### config.mk
export PLATFORM = sky130hd
export DESIGN_NAME = pipe_hazard_ctrl
export DESIGN_NICKNAME = d
export VERILOG_FILES = /design/src/rtl/pipe_hazard_ctrl.sv
export SDC_FILE = /design/constraint.sdc
export NUM_CORES = 1
export LEC_CHECK = 0
export BUFFER_PORTS_ARGS = -buffer_cell sky130_fd_sc_hd__buf_2
export CORE_ASPECT_RATIO = 1.5
export CORE_MARGIN = 2
export CORE_UTILIZATION = 49
export DETAILED_ROUTE_END_ITERATION = 6
export HOLD_SLACK_MARGIN = 0.02
export PLACE_DENSITY = 0.87
export SYNTH_ARGS = -nofsm -noshare
export SYNTH_HDL_FRONTEND = slang
export SYNTH_SLANG_ARGS = --single-unit
### constraint.sdc
create_clock -name clk -period 6.3 [get_ports clk]
set_input_delay 1.575 -clock clk [delete_from_list [all_inputs] [get_ports clk]]
set_output_delay 1.575 -clock clk [all_outputs]
set_load 0.01 [all_outputs]
### src/rtl/pipe_hazard_ctrl.sv
// Stall/flush/redirect controller for the 5-stage pipe: load-use interlock, EX
// jump/branch redirect, multi-cycle mul/div sequencing and data-memory freeze.
module pipe_hazard_ctrl #(
    parameter int MD_MAX_CYCLES = 40,
    parameter int CNT_W         = 32
) (
    input  logic             clk,
    input  logic             rst,
    input  logic             id_rs1_rd_en,
    input  logic [4:0]       id_rs1_addr,
    input  logic             id_rs2_rd_en,
    input  logic [4:0]       id_rs2_addr,
    input  logic             ex_isload,
    input  logic             ex_wr_en,
    input  logic [4:0]       ex_wr_addr,
    input  logic             ex_jb_flag,
    input  logic [31:0]      ex_jb_addr,
    input  logic             ex_md_req,
    input  logic             md_done,
    input  logic             mem_busy,
    output logic [4:0]       stall,
    output logic [4:0]       flush,
    output logic             redirect_en,
    output logic [31:0]      redirect_pc,
    output logic             md_start,
    output logic             md_kill,
    output logic [CNT_W-1:0] stall_cnt
);

    localparam int MCW = $clog2(MD_MAX_CYCLES);
    localparam logic [MCW-1:0] MD_LAST = MCW'(MD_MAX_CYCLES - 1);

    typedef enum logic {
        RUN     = 1'b0,
        MD_BUSY = 1'b1
    } state_t;

    state_t           state_q, state_d;
    logic [MCW-1:0]   md_cnt_q, md_cnt_d;
    logic             out_en_q;
    logic [CNT_W-1:0] stall_cnt_q;
    logic             load_use;
    logic             md_hold;
    logic             md_expire;

    // Mul/div handshake: md_start is a single-cycle request issued on the
    // RUN->MD_BUSY edge; md_done is a single-cycle response accepted only in
    // MD_BUSY with mem_busy low; md_kill aborts the op when the watchdog expires.

    assign load_use = ex_isload & ex_wr_en & (ex_wr_addr != 5'd0) &
                      ((id_rs1_rd_en & (id_rs1_addr == ex_wr_addr)) |
                       (id_rs2_rd_en & (id_rs2_addr == ex_wr_addr)));

    // out_en_q keeps every output quiet during reset and the first cycle after it.
    always_ff @(posedge clk or posedge rst) begin
        if (rst) begin
            out_en_q    <= 1'b0;
            state_q     <= RUN;
            md_cnt_q    <= '0;
            stall_cnt_q <= '0;
        end else begin
            out_en_q <= 1'b1;
            state_q  <= state_d;
            md_cnt_q <= md_cnt_d;
            if (stall[0] && (stall_cnt_q != {CNT_W{1'b1}})) begin
                stall_cnt_q <= stall_cnt_q + CNT_W'(1);
            end
        end
    end

    always_comb begin
        state_d     = state_q;
        md_cnt_d    = md_cnt_q;
        stall       = 5'b00000;
        flush       = 5'b00000;
        redirect_en = 1'b0;
        redirect_pc = 32'h0000_0000;
        md_start    = 1'b0;
        md_kill     = 1'b0;
        md_expire   = 1'b0;
        md_hold     = 1'b0;

        if (out_en_q) begin
            md_expire = (state_q == MD_BUSY) & ~md_done & ~mem_busy &
                        (md_cnt_q == MD_LAST);
            md_hold   = ((state_q == RUN) & ex_md_req) |
                        ((state_q == MD_BUSY) & ~md_done & ~md_expire);

            // A memory wait freezes the sequencer entirely, counter included.
            case (state_q)
                RUN: begin
                    if (ex_md_req && !mem_busy) begin
                        state_d  = MD_BUSY;
                        md_cnt_d = '0;
                        md_start = 1'b1;
                    end
                end
                MD_BUSY: begin
                    if (!mem_busy) begin
                        if (md_done) begin
                            state_d = RUN;
                        end else if (md_expire) begin
                            state_d = RUN;
                            md_kill = 1'b1;
                        end else begin
                            md_cnt_d = md_cnt_q + MCW'(1);
                        end
                    end
                end
                default: state_d = RUN;
            endcase

            if (mem_busy) begin
                stall = 5'b11111;
            end else if (md_hold) begin
                stall = 5'b01111;
                flush = 5'b10000;
            end else if (ex_jb_flag) begin
                flush       = 5'b00110;
                redirect_en = 1'b1;
                redirect_pc = ex_jb_addr;
            end else if (load_use) begin
                stall = 5'b00011;
                flush = 5'b00100;
            end
        end
    end

    assign stall_cnt = stall_cnt_q;

endmodule

==> qor.yml <==
outcome: "finished clean"
clk_pin_slew_ns: 0.08
hold_class: "reg2reg"
wl_met3_um: 465
yosysUniqueCellTypes: 37
synth_edf_count: 0
synth_area_um2: 2480
async_flop_share: 1.00
crit_required_ns: 4.72
first_global_vias: 2356
dieArea_um2: 5660
crit_fanout: 21
antenna_found_initial: 0
seq_area_frac_synth: 0.404
drt_pass1_iterations: 5
port_buffers: 131
final_util: 0.675
cts_made_buffers: 5
routabilityCongestion: 0.874
slowest_delay_ns: 0.55
drtAntennaViolNets: 0
cp-start-kind: "primary input"
total_power_mw: 0.752
clock_latency_ns: 0.30
crit_arrival_ns: 3.50
layout_min_cycle_time_ns: 5.07
power.density_nw_per_um2: 230
finalSetupTns_ns: 0
die_x_um: 62.1
wl_met1_um: 2790
fill_cells: 398
highest_layer: "met4"
setup_viol: 0
crit_start: "ex_wr_addr[1]"
via_per_inst: 5.27
synth_ff_type: "dfrtp_1"
synthCells: 265
die_h_um: 91.1
path_cells: "buf_2, or4_1, o211ai_2, nor3_1, a21oi_2, inv_2, buf_2"
slew_headroom: 0.377
rr_startpoint: "md_cnt_q[0]"
design_area_um2: 3270
cts_buffer_depth: 2
drt-initial-drc-count: 121
grt.total_usage: 0.259
placed_area_um2: 3150
boundaryPins: 134
peakVddDrop_mv: 0.214
critPathKind: "in2out"
wl_per_cell_um: 15.1
diodes: 0
power.leakage_nw: 1.68
cts_num_sinks: 40
ys_ff_latch: 40
post_route_cells_drive_above_1_share: 0.385
maxCapViolCount: 0
slowest_stage: "or4_1"
min_from: "stall_cnt[28]"
nNetsFinal: 450
grt_start_max_net_pins: 41
met2_length_um: 3540
rsz0062_at_grt: "no"
ys_warn_count: 0
cts_root_buf: "clkbuf_8"
end_kind: "primary output"
drt-total-wl_um: 6930
drcViolationCount: 0
cts_setup_buffers: 0
cts_tree: "built"
hold_viol: 0
syn_area_per_cell_um2: 9.36
fin_crit_sh: 0.805
initial_core_util: 0.511
final_max_slew_viol_count: 0
num_rows: 31
design.core.area_um2: 4850
crit_buf_inv: 3
dp_hpwl_um: 5330
syn2layout_area_growth_pct: 31.9
grt_overflow: 0
ctsResizeCount: 0
finClkSkew_ns: 0.00803
crit_top_cell: "buf_2"
worstMarginPinSlew_ns: 0.927
ctsHoldBuffers: 0
grt_pass1_wl_um: 11100
fmax_mhz: 197
num_vias: 2415
cpLargestDelayFamily: "compound AO/OA/AOI/OAI gates"
h-tree-depth: 2
-- final timing paths --
kind                       cells past startpoint  slack [ns]             to
setup / recovery                               7        1.23       stall[0]
hold reg to reg                                1        0.49  stall_cnt[28]
max in group asynchronous                      3        4.56   stall_cnt[1]
setup reg to reg                               8        3.66  stall_cnt[16]
hold / removal                                 1        0.49  stall_cnt[28]
min in group asynchronous                      3        1.38  stall_cnt[23]
-- synth_stat cells (2+ instances only) --
| cell | instances | area [um2] |
|---|---|---|
| nor2_1 | 16 | 60.1 |
| xnor2_1 | 29 | 254 |
| or4_1 | 2 | 15.0 |
| xor2_1 | 16 | 140 |
| inv_1 | 8 | 30.0 |
| and4_1 | 8 | 70.1 |
| dfrtp_1 | 40 | 1000 |
| a21oi_1 | 2 | 10.0 |
| buf_2 | 5 | 25.0 |
| nor3_1 | 6 | 30.0 |
| clkbuf_1 | 3 | 11.3 |
| ha_1 | 2 | 25.0 |
| nand2b_1 | 3 | 18.8 |
| nand2_1 | 18 | 67.6 |
| o21ai_0 | 3 | 15.0 |
| buf_4 | 6 | 45.0 |
| and2_1 | 35 | 219 |
| nand4_1 | 20 | 125 |
| conb_1 | 2 | 7.51 |
| nor4_1 | 6 | 37.5 |
| and3_1 | 7 | 43.8 |
| nand3_1 | 13 | 65.1 |
-- metrics by stage --
stage / hold WS [ns] / cells / worst slack [ns]
finish: 0.493 / 458 / 1.23
floorplan: 0.470 / 266 / 1.83
global placement: 0.475 / 450 / 1.27
detailed placement: 0.484 / 450 / 1.25
CTS: 0.495 / 458 / 1.24
global route: 0.520 / 458 / 1.12
-- cells by family after synthesis --
kind of cell,count (synthesis),synth area share
multiplexers,2,0.00858
buffers and inverters,24,0.0510
flip-flops,40,0.404
other,2,0.00303
AND/OR/NAND/NOR,139,0.323
XOR/XNOR,45,0.159
adder cells (fa/ha/maj),2,0.0101
AO/OA/AOI/OAI,11,0.0414
-- registers in the layout, summed over array words and instances, names as in the netlist --
signal,flops
stall_cnt,32
md_cnt_q,6
out_en_q,1
state_q,1
-- metal layers --
metal	GRT usage	vias to the layer above
met3	0.0470	15
met2	0.418	102
li1	-	1156
met4	0.0904	0
met5	0	-
met1	0.339	1142
-- layout make-up --
cell class | instances | area, um2 | share of cell area
multi-input cells | 202 | 1360 | 0.416
flip-flops and latches | 40 | 1000 | 0.306
repair buffers | 133 | 671 | 0.205
clock buffers | 6 | 82.6 | 0.0252
well taps | 66 | 82.6 | 0.0252
clock inverters | 2 | 38.8 | 0.0119
inverters | 9 | 33.8 | 0.0103
-- worst reg2reg max path: cells and delay by family, from the launching register on --
| kind | cells | cell delay (ns) |
|---|---|---|
| buffers and inverters | 1 | 0.29 |
| flip-flops | 1 | 0.39 |
| AND/OR/NAND/NOR | 2 | 0.38 |
| AO/OA/AOI/OAI | 3 | 1.11 |
| adder cells (fa/ha/maj) | 1 | 0.21 |
| XOR/XNOR | 1 | 0.14 |
-- layout by cell type (no fill, tap or decap), types with 2 or more instances in the layout --
| cell | n |
|---|---|
| buf_2 | 131 |
| dfrtp_1 | 40 |
| and2_1 | 35 |
| xnor2_1 | 29 |
| nand4_1 | 20 |
| nand2_1 | 18 |
| nor2_1 | 16 |
| xor2_1 | 16 |
| nand3_1 | 13 |
| inv_1 | 8 |
| and4_1 | 8 |
| and3_1 | 7 |
| nor4_1 | 6 |
| clkbuf_8 | 6 |
| nor3_1 | 5 |
| nand2b_1 | 3 |
| o21ai_0 | 3 |
| conb_1 | 3 |
| or4_1 | 2 |
| a21oi_1 | 2 |
| ha_1 | 2 |
| buf_4 | 2 |
-- where the power goes --
part	total, mW	internal [mW]	switching (mW)
Clock	0.225	0.130	0.0951
Sequential	0.342	0.293	0.0485
Combinational	0.185	0.0843	0.101
Total	0.752	0.507	0.245
Note: power is estimated with default switching activity, not from simulation.
